===== src/rtl/perf_pkg.sv =====
// perf_pkg: shared state enum, widths and the wrap/saturate accumulate helper for the perf counter bank
package perf_pkg;

    localparam int STAMP_W = 64;
    localparam int ACC_W   = 64;

    typedef enum logic {
        IDLE,
        DUMP
    } dump_state_e;

    typedef struct packed {
        logic             carry;
        logic [ACC_W-1:0] sum;
    } acc_res_t;

    // Adds two operands that fit in w bits. carry is bit w of the true sum.
    // With sat set, a carry clamps the result to all-ones in w bits.
    // Otherwise the result wraps modulo 2^w.
    function automatic acc_res_t acc_add(
        input logic [ACC_W-1:0] a,
        input logic [ACC_W-1:0] b,
        input int unsigned      w,
        input logic             sat
    );
        logic [ACC_W:0]   full;
        logic [ACC_W-1:0] mask;
        acc_res_t         r;
        full    = {1'b0, a} + {1'b0, b};
        mask    = (w >= ACC_W) ? '1 : ((ACC_W'(1) << w) - ACC_W'(1));
        r.carry = full[w];
        r.sum   = (r.carry && sat) ? mask : (full[ACC_W-1:0] & mask);
        return r;
    endfunction

endpackage


===== src/rtl/perf_counter_cell.sv =====
// perf_counter_cell: one event channel with a multi-bit increment, wrap/saturate mode and sticky overflow
//   clk, rst : clock, asynchronous active-high reset
//   en_i     : count this cycle's increment
//   clr_i    : zero count and overflow flag; wins over en_i and discards the increment
//   inc_i    : increment for this cycle
//   cnt_o    : live count
//   ovf_o    : sticky overflow flag
module perf_counter_cell
    import perf_pkg::*;
#(
    parameter int CNT_W    = 32,
    parameter int INC_W    = 3,
    parameter int SATURATE = 0
) (
    input  logic             clk,
    input  logic             rst,
    input  logic             en_i,
    input  logic             clr_i,
    input  logic [INC_W-1:0] inc_i,
    output logic [CNT_W-1:0] cnt_o,
    output logic             ovf_o
);

    logic [CNT_W-1:0] cnt_q;
    logic             ovf_q;
    acc_res_t         nxt;
    logic             unused_hi;

    assign nxt       = acc_add(ACC_W'(cnt_q), ACC_W'(inc_i), CNT_W, SATURATE != 0);
    // Bits above CNT_W are always zero; fold them away.
    assign unused_hi = ^nxt.sum;

    always_ff @(posedge clk or posedge rst) begin
        if (rst) begin
            cnt_q <= '0;
            ovf_q <= 1'b0;
        end else if (clr_i) begin
            cnt_q <= '0;
            ovf_q <= 1'b0;
        end else if (en_i) begin
            cnt_q <= nxt.sum[CNT_W-1:0];
            ovf_q <= ovf_q | nxt.carry;
        end
    end

    assign cnt_o = cnt_q;
    assign ovf_o = ovf_q;

endmodule


===== src/rtl/perf_counter_bank.sv =====
// perf_counter_bank: multi-channel perf counters with snapshot-and-clear, periodic snapshots and serial dump
//   clk, rst      : clock, asynchronous active-high reset
//   enable_i      : counters and interval timer advance only when high
//   event_inc_i   : per-channel increment, channel i at [i*INC_W +: INC_W]
//   clear_i       : zero live counters, overflow flags and snap_overrun_o
//   snap_req_i    : request a snapshot
//   out_valid_o   : dump beat valid
//   out_ready_i   : sink accepts beat
//   out_ch_o      : channel index of the beat
//   out_cnt_o     : snapshot count of that channel
//   out_ovf_o     : snapshot overflow flag of that channel
//   out_stamp_o   : cycle stamp captured with the snapshot
//   dump_done_o   : one-cycle pulse after the last beat is accepted
//   snap_overrun_o: sticky, a snapshot trigger arrived mid-dump and was dropped
module perf_counter_bank
    import perf_pkg::*;
#(
    parameter int NUM_CH   = 16,
    parameter int CNT_W    = 32,
    parameter int INC_W    = 3,
    parameter int SATURATE = 0,
    parameter int INTERVAL = 0,
    localparam int CH_W    = (NUM_CH > 1) ? $clog2(NUM_CH) : 1
) (
    input  logic                    clk,
    input  logic                    rst,
    input  logic                    enable_i,
    input  logic [NUM_CH*INC_W-1:0] event_inc_i,
    input  logic                    clear_i,
    input  logic                    snap_req_i,
    output logic                    out_valid_o,
    input  logic                    out_ready_i,
    output logic [CH_W-1:0]         out_ch_o,
    output logic [CNT_W-1:0]        out_cnt_o,
    output logic                    out_ovf_o,
    output logic [STAMP_W-1:0]      out_stamp_o,
    output logic                    dump_done_o,
    output logic                    snap_overrun_o
);

    localparam int TMR_W = (INTERVAL > 1) ? $clog2(INTERVAL) : 1;

    logic [CNT_W-1:0]   cnt [NUM_CH];
    logic [NUM_CH-1:0]  ovf;
    logic [CNT_W-1:0]   shadow_q [NUM_CH];
    logic [NUM_CH-1:0]  shadow_ovf_q;
    logic [STAMP_W-1:0] stamp_q;
    logic [STAMP_W-1:0] snap_stamp_q;
    logic [TMR_W-1:0]   timer_q;
    dump_state_e        state_q;
    logic [CH_W-1:0]    ch_q;
    logic [CH_W-1:0]    ch_nxt;
    logic [CNT_W-1:0]   out_cnt_q;
    logic               out_ovf_q;
    logic               done_q;
    logic               overrun_q;
    logic               tick;
    logic               trigger;
    logic               last_ch;

    for (genvar i = 0; i < NUM_CH; i++) begin : g_cell
        perf_counter_cell #(
            .CNT_W    (CNT_W),
            .INC_W    (INC_W),
            .SATURATE (SATURATE)
        ) u_cell (
            .clk   (clk),
            .rst   (rst),
            .en_i  (enable_i),
            .clr_i (clear_i),
            .inc_i (event_inc_i[i*INC_W +: INC_W]),
            .cnt_o (cnt[i]),
            .ovf_o (ovf[i])
        );
    end

    assign tick    = (INTERVAL != 0) && enable_i && (timer_q == TMR_W'(INTERVAL - 1));
    assign trigger = snap_req_i | tick;
    assign last_ch = (ch_q == CH_W'(NUM_CH - 1));
    assign ch_nxt  = ch_q + CH_W'(1);

    // Interval timer: only moves while enabled; clear leaves it alone.
    always_ff @(posedge clk or posedge rst) begin
        if (rst)
            timer_q <= '0;
        else if ((INTERVAL != 0) && enable_i)
            timer_q <= tick ? '0 : timer_q + TMR_W'(1);
    end

    // Free-running cycle stamp, independent of enable.
    always_ff @(posedge clk or posedge rst) begin
        if (rst)
            stamp_q <= '0;
        else
            stamp_q <= stamp_q + STAMP_W'(1);
    end

    // Snapshot/dump FSM. The beat registers are preloaded so each beat's data
    // is valid in the same cycle the pointer moves to it.
    always_ff @(posedge clk or posedge rst) begin
        if (rst) begin
            state_q      <= IDLE;
            ch_q         <= '0;
            out_cnt_q    <= '0;
            out_ovf_q    <= 1'b0;
            done_q       <= 1'b0;
            overrun_q    <= 1'b0;
            snap_stamp_q <= '0;
            shadow_q     <= '{default: '0};
            shadow_ovf_q <= '0;
        end else begin
            done_q    <= 1'b0;
            // A drop in the same cycle as clear must still be recorded.
            overrun_q <= (trigger && state_q == DUMP) ? 1'b1 : clear_i ? 1'b0 : overrun_q;
            case (state_q)
                IDLE: begin
                    if (trigger) begin
                        // Registered live values are pre-update: this cycle's
                        // events land in the next snapshot.
                        shadow_q     <= cnt;
                        shadow_ovf_q <= ovf;
                        snap_stamp_q <= stamp_q;
                        ch_q         <= '0;
                        out_cnt_q    <= cnt[0];
                        out_ovf_q    <= ovf[0];
                        state_q      <= DUMP;
                    end
                end
                DUMP: begin
                    if (out_ready_i) begin
                        if (last_ch) begin
                            state_q <= IDLE;
                            done_q  <= 1'b1;
                        end else begin
                            ch_q      <= ch_nxt;
                            out_cnt_q <= shadow_q[ch_nxt];
                            out_ovf_q <= shadow_ovf_q[ch_nxt];
                        end
                    end
                end
                default: state_q <= IDLE;
            endcase
        end
    end

    assign out_valid_o    = (state_q == DUMP);
    assign out_ch_o       = ch_q;
    assign out_cnt_o      = out_cnt_q;
    assign out_ovf_o      = out_ovf_q;
    assign out_stamp_o    = snap_stamp_q;
    assign dump_done_o    = done_q;
    assign snap_overrun_o = overrun_q;

endmodule


===== config.mk =====
export PLATFORM = sky130hd
export DESIGN_NAME = perf_counter_bank
export DESIGN_NICKNAME = d
export VERILOG_FILES = /design/src/rtl/perf_pkg.sv /design/src/rtl/perf_counter_cell.sv /design/src/rtl/perf_counter_bank.sv
export SDC_FILE = /design/constraint.sdc
export NUM_CORES = 2
export LEC_CHECK = 0
export ABC_CLOCK_PERIOD_IN_PS = 37600
export BUFFER_PORTS_ARGS = -buffer_cell sky130_fd_sc_hd__clkbuf_2
export CELL_PAD_IN_SITES_DETAIL_PLACEMENT = 2
export CELL_PAD_IN_SITES_GLOBAL_PLACEMENT = 2
export CORE_MARGIN = 5
export CORE_UTILIZATION = 38
export CTS_BUF_LIST = sky130_fd_sc_hd__clkbuf_8
export DETAILED_ROUTE_END_ITERATION = 10
export GPL_TIMING_DRIVEN = 0
export HOLD_SLACK_MARGIN = 0.06
export MAX_ROUTING_LAYER = met4
export PLACE_DENSITY_LB_ADDON = 0.1
export SYNTH_ARGS = -nofsm -noshare
export SYNTH_HDL_FRONTEND = slang
export SYNTH_SLANG_ARGS = --single-unit
export TNS_END_PERCENT = 20

===== constraint.sdc =====
create_clock -name clk -period 37.6 [get_ports clk]
set_clock_uncertainty 0.2 [all_clocks]
set_input_delay 5.64 -clock clk [delete_from_list [all_inputs] [get_ports clk]]
set_output_delay 5.64 -clock clk [all_outputs]
set_load 0.1 [all_outputs]

Word-level counts from Yosys, hierarchy flattened

Index checks and enable logic that the tools add are counted.
Widths: inputs -> output; s select.

Register bits: 1224
Bits in latches: 0
Memory bits (writable): 0
ROM bits: 0
Bits of input ports: 54
Output and inout port bits: 104
Logic and storage cells: 194
Memories: 0

$add $sub $neg: 18
Multiply operators: 0
Div/mod/pow operators: 0
Order comparisons: 2
Equal/unequal tests: 4
Shift operators: 0
Multiplexer cells: 90
Bitwise gates (word level): 18
Reductions and logical operators: 5

Operator list:

| kind                  | count |
|---|---|
| $mux 32               | 37 |
| $add 32x3->33         | 16 |
| $bmux 32 s4           | 1 |
| $add 64x1->64 const B | 1 |
| $pmux 32 s2           | 1 |
| $mux 1                | 44 |
| $or 1x1->1            | 16 |
| $mux 4                | 3 |
| $pmux 4 s2            | 1 |
| $ne 2x2->1 const B    | 3 |
| $ge 5x5->1 const B    | 1 |
| $lt 4x5->1 const B    | 1 |
| $not 4->5             | 1 |
| $add 4x1->4 const B   | 1 |
| $bmux 1 s4            | 1 |
| $eq 4x4->1 const B    | 1 |
| $pmux 1 s2            | 2 |
| $reduce_bool 2->1     | 2 |
| $reduce_and 3->1      | 1 |
| $reduce_and 2->1      | 1 |
| $logic_and 1x1->1     | 1 |
| $not 1->1             | 1 |

Logic depth before layout (Yosys ltp)

Depth in word-level cells: 8
Mapped depth: 9
Depth with buffers taken out: 8

Hierarchy

Synthesis repeated with hierarchy kept, for this count alone.

Cells, all modules: 4929
Area, all modules: 59913.7 sq um

Modules (own cells, without submodules):

| module                                     | times used | cells each | area an instance (sq um) |
|---|---|---|---|
| perf_counter_bank                          | 1          | 1947       | 30439.2 |
| perf_counter_cell at g_cell[0].u_cell ...  | 11         | 182        | 1804.2 |
| perf_counter_cell at g_cell[10].u_cell ... | 5          | 196        | 1925.6 |

Worst setup path after synthesis

Ideal clock, no wire load.

Path type: input-to-reg
Start point: in event_inc_i[3]
End point: reg g_cell[1].u_cell.cnt_q[26]
Setup time: 78 ps
Arrival time: 7435 ps
Slack: 29887 ps
Stages: 9
Path buffers: 1
Cell sequence: ha_1 > inv_1 > fa_1 > nor2b_1 > o211ai_1 > or4_1 > clkbuf_1 > or3_1 > a21oi_1

Longest elaborated chain between the ends: 3

Ends and longest elaborated chain:

| item                 | RTL line                | text |
|---|---|---|
| from (decl)          | perf_counter_bank.sv:28 | `input logic [NUM_CH*INC_W-1:0] event_inc_i,` |
| $add 32x3->33        | perf_pkg.sv:29          | `full = {1'b0, a} + {1'b0, b};` |
| $mux 32              | perf_counter_cell.sv:40 | `end else if (en_i) begin` |
| $mux 32              | perf_counter_cell.sv:37 | `end else if (clr_i) begin` |
| to (signal assigned) | perf_counter_cell.sv:41 | `cnt_q <= nxt.sum[CNT_W-1:0];` |
| to (decl)            | perf_counter_cell.sv:24 | `logic [CNT_W-1:0] cnt_q;` |

Every way passes these cells. The select of a mux whose other input is x is not followed.
A chain may end at the register's enable or synchronous reset.

Worst setup path in the final report

Start point: in clear_i
End point: reg g_cell[7].u_cell.cnt_q[10]

Longest elaborated chain between the ends: 1
Elaborated cells between the ends (all ways): 2
Classes of those cells: 1 x mux; 1 x reduce/logical

Ends and longest elaborated chain:

| item                                         | RTL line                | text |
|---|---|---|
| from (decl)                                  | perf_counter_bank.sv:29 | `input logic clear_i,` |
| $mux 32 or $reduce_bool 2->1 (tied branches) | n/a                     |  |
| to (signal assigned)                         | perf_counter_cell.sv:41 |  |
| to (decl)                                    | perf_counter_cell.sv:24 |  |

Several ways; a longest one is shown, not always the timed one.

==> results summary <==
The flow ran to the end, but the final reports show violations. The checks that failed: max-capacitance violations, max-slew violations. The total vias in the final route came out at 49.6k. The cell area after placement came out at 62600 sq um. The number of design rule violations left after detail routing came out at 0. The worst setup path is captured at a flip-flop.

CTS saw 1224 sinks. Walking the worst path, the cells encountered are clkbuf_2 -> buf_2 -> clkbuf_1 -> clkbuf_1 -> clkbuf_1 -> clkbuf_1 -> nor2_1. The largest net degree at the start of global routing is 41.

Once the floorplan was initialized, standard cells occupied 38.1% of the core. The cell that appears most often on the critical path is sky130_fd_sc_hd__clkbuf_1. At the pin with the least slew margin, the transition time is 1530 ps. The cell count of the worst hold path is 2. The worst setup path is of the in2reg kind. The commonest register cell after synthesis is sky130_fd_sc_hd__dfrtp_1. The number of buffers on the longest clock path is 3. TritonCTS built the clock tree. The total leakage power came out at 0.0309 uW.

The starting DRC count in detailed routing is 3584. The total area inside the core boundary comes to 154000 sq um. The netlist uses 66 different library cells. The maximum achievable frequency came out at 0.103 GHz. The first global-routing pass estimated 365000 um of wire.

On the worst path, the slowest cell contributes a delay of 1160 ps. Once the clock tree was built, the setup fixing pass inserted 0 buffers. Sequential cells burn 42.7% of the power. The clock network burns 39.6% of the power. Of the available clock period, the critical path in the final layout requires 25.8%. The analysis attributes to net switching a power of 1090 uW. The total count of hold-check failures in the final report is 0. The number of max-slew violations in the final report came to 11.

For this run, the register share of the synthesized area comes to 52.4%. In this run the worst hold path is classified as reg2reg. Adding up every negative setup slack in the final design gives 0 ps. The total internal power came out at 2210 uW.

The peak fanout along the critical path came out at 10. The final layout contains 6680 nets. The die covers 162000 sq um. The final HPWL from detailed placement came out at 187000 um.

After synthesis the netlist holds a flip-flop and latch count of 1224. The die span in y is 402 um. The post-synthesis async set-or-reset flop share is 100%. The post-route netlist has 10.9% of its cells at a drive strength greater than 1.

The number of hold-repair buffers added at the cts stage is 0. The via count normalized by instance count is 5.65. The cell area power density is 49.2 nW/um^2. The number of filler cells placed in the layout came out at 16.7k. The initial antenna violation count was 13. The cell row count came out at 144.

The data arrival time at the worst-slack endpoint is 10300 ps. The number of flops mapped to enable cells by yosys came out at 0. The cell chosen for the clock root is sky130_fd_sc_hd__clkbuf_8.

Across every metal layer, demand over resource in global routing totals 31.2%. The weighted congestion reported at the end of routability-driven placement is 0.944. The via count of the first global-routing pass came out at 53.7k. The synthesized instance count came out at 6142. The residual antenna-violating net count after detailed routing came out at 0.

From left edge to right edge, the die measures 402 um. The switching share of power came out at 33.1%. The portion of total power attributed to combinational logic is 17.7%. The area growth from synthesis to final layout is 14.8%. Input and output buffers added on the ports amount to 156. The post-synthesis net count is 6262. The critical path required time came out at 38190 ps. The core utilization of the finished layout is 43.7%. Pin placement for this block handled 158 I/O pins.

The post-cts repair resize count came out at 0. The slowest stage of the critical path belongs to the cell sky130_fd_sc_hd__clkbuf_1. The final non-filler cell area is 67100 sq um. The iteration count of the initial detailed-routing pass is 5. Setup violations remaining at the end of the flow were counted as 0. After synthesis, the mean cell area works out to 9.52 sq um.

The total congestion overflow after global routing came out at 0. Counting the buffers created by CTS gives 222. The clock-pin transition on the worst setup and hold timing paths came out at 60 ps. The detail-routed net length per standard cell came out at 28.2 um. Setup repair after global routing left no endpoint under its margin. The worst max-slew margin expressed relative to the limit came out at -2.32%.

The final wirelength is 248000 um. Max-cap violations in this run came to 3. The count of synthesis-stage warnings from yosys came out at 0. The synthesized netlist occupies a cell area of 58500 sq um.

The worst setup path is launched from a primary input. The number of levels in the clock H-tree came out at 4. The length in cells of the worst reg-to-reg path is 7.

The clock insertion delay at the later pin of the skew report is 980 ps. The worst path in the final design needs a cycle of 9710 ps, including I/O delays and setup. Across the VDD grid, the largest voltage drop is 0.0430 mV.
layout make-up:
cell class / instances / area (sq um) / area share [%]
Clock inverter: 105 / 510 / 0.761
Buffer: 343 / 1350 / 2.01
Inverter: 173 / 653 / 0.973
Clock buffer: 290 / 3990 / 5.95
Multi-Input combinational cell: 4402 / 25800 / 38.5
Sequential cell: 1224 / 30600 / 45.6
Timing Repair Buffer: 194 / 1550 / 2.31
Tap cell: 2044 / 2560 / 3.81
Antenna cell: 9 / 22.5 / 0.0336
worst max-delay path, delay by kind of cell:
kind | cells | cell delay [ps]
buf+inv | 6 | 4440
simple gates | 1 | 160
layout by cell type (no fill, tap or decap), types with 23 or more instances in the layout:
master,netlist,routed
sky130_fd_sc_hd__mux2i_1,82,82
sky130_fd_sc_hd__nor2_1,457,457
sky130_fd_sc_hd__o21ai_0,231,231
sky130_fd_sc_hd__and3_1,35,35
sky130_fd_sc_hd__nor4_1,119,119
sky130_fd_sc_hd__nor3_1,137,137
sky130_fd_sc_hd__a21oi_1,172,172
sky130_fd_sc_hd__nand2_1,1756,1756
sky130_fd_sc_hd__dfrtp_1,1224,1224
sky130_fd_sc_hd__buf_12,0,37
sky130_fd_sc_hd__nand4_1,91,91
sky130_fd_sc_hd__and4_1,55,55
sky130_fd_sc_hd__xor2_1,92,92
sky130_fd_sc_hd__a21o_1,28,28
sky130_fd_sc_hd__clkbuf_2,1,169
sky130_fd_sc_hd__nand3_1,163,163
sky130_fd_sc_hd__mux4_2,132,132
sky130_fd_sc_hd__inv_1,172,257
sky130_fd_sc_hd__clkbuf_8,0,290
sky130_fd_sc_hd__o22ai_1,31,31
sky130_fd_sc_hd__mux2_2,30,30
sky130_fd_sc_hd__o31ai_1,28,28
sky130_fd_sc_hd__xnor2_1,273,273
sky130_fd_sc_hd__nor2b_1,67,67
sky130_fd_sc_hd__clkbuf_1,294,282
sky130_fd_sc_hd__or4_1,43,43
sky130_fd_sc_hd__or3_1,108,108
sky130_fd_sc_hd__o22a_1,31,31
sky130_fd_sc_hd__ha_1,50,50
sky130_fd_sc_hd__buf_1,23,23
routing by layer:
metal	share of wire, %	routed length [um]	track usage [%]	vias to the layer above
met5	0	0	-	-
met4	4.2	10400	11.1	0
met3	5.6	13900	5.72	414
met2	47	117000	49.6	1261
met1	43	107000	40.2	26300
li1	-	-	-	21600
path summary, 6_finish.rpt:
| check | start | end | slack, ps |
|---|---|---|---|
| min | shadow_q[7] | shadow_q[7] | 270 |
| min reg2reg | shadow_q[7] | shadow_q[7] | 270 |
| max reg2reg | out_ch_o[0] | out_cnt_o[23] | 32590 |
| max | clear_i | g_cell[7].u_cell.cnt_o[10] | 27890 |
| min in group asynchronous | rst | out_stamp_o[9] | 4520 |
| max in group asynchronous | rst | g_cell[12].u_cell.cnt_o[22] | 29970 |
cell families (layout without fill, tap and decap cells):
kind of cell,Yosys count,in the layout,share of synthesized area (%)
AOI/OAI and AO/OA,609,609,6.17
xor gates and xnor gates,365,365,5.47
adders and majority gates,66,66,1.62
buffers and inverters,516,1105,3.39
DFF,1224,1224,52.4
muxes,244,244,7.07
other,0,9,0
and+or+nand+nor,3118,3118,23.9
power by group through the flow:
stage	Sequential [uW]	Clock [uW]	Combinational [uW]
floorplan	1510	0	269
global placement	1430	0	557
detailed placement	1430	0	579
CTS	1410	1330	582
global route	1410	1400	610
finish	1410	1310	586
cell usage after synthesis, types with 67 or more instances:
cell / n / area [sq um]
sky130_fd_sc_hd__nand4_1: 91 / 569
sky130_fd_sc_hd__nor4_1: 119 / 744
sky130_fd_sc_hd__clkbuf_1: 294 / 1100
sky130_fd_sc_hd__nor2_1: 457 / 1720
sky130_fd_sc_hd__nor3_1: 137 / 686
sky130_fd_sc_hd__mux2i_1: 82 / 821
sky130_fd_sc_hd__or3_1: 108 / 676
sky130_fd_sc_hd__nand3_1: 163 / 816
sky130_fd_sc_hd__o21ai_0: 231 / 1160
sky130_fd_sc_hd__inv_1: 172 / 646
sky130_fd_sc_hd__xor2_1: 92 / 806
sky130_fd_sc_hd__dfrtp_1: 1224 / 30600
sky130_fd_sc_hd__nand2_1: 1756 / 6590
sky130_fd_sc_hd__mux4_2: 132 / 2970
sky130_fd_sc_hd__nor2b_1: 67 / 419
sky130_fd_sc_hd__a21oi_1: 172 / 861
sky130_fd_sc_hd__xnor2_1: 273 / 2390
metrics by stage:
| stage | worst slack, ps | hold slack (ps) | cells | total power, uW |
|---|---|---|---|---|
| after floorplan | 14850 | 239 | 6142 | 1780 |
| after detailed placement | 27100 | 262 | 8380 | 2010 |
| after CTS | 28110 | 276 | 8775 | 3320 |
| after global placement | 5860 | 253 | 8342 | 1990 |
| after global routing | 28090 | 295 | 8778 | 3420 |
| final | 27890 | 272 | 8784 | 3300 |
state kept, by name, summed over array words and instances (netlist names):
| signal | cells |
|---|---|
| stamp_q | 64 |
| out_ovf_o | 1 |
| out_cnt_o | 32 |
| g_cell.u_cell.ovf_o | 16 |
| snap_overrun_o | 1 |
| out_valid_o | 1 |
| out_stamp_o | 64 |
| shadow_q | 512 |
| dump_done_o | 1 |
| shadow_ovf_q | 16 |
| out_ch_o | 4 |
| g_cell.u_cell.cnt_o | 512 |
Power figures use the tool's default switching activity.
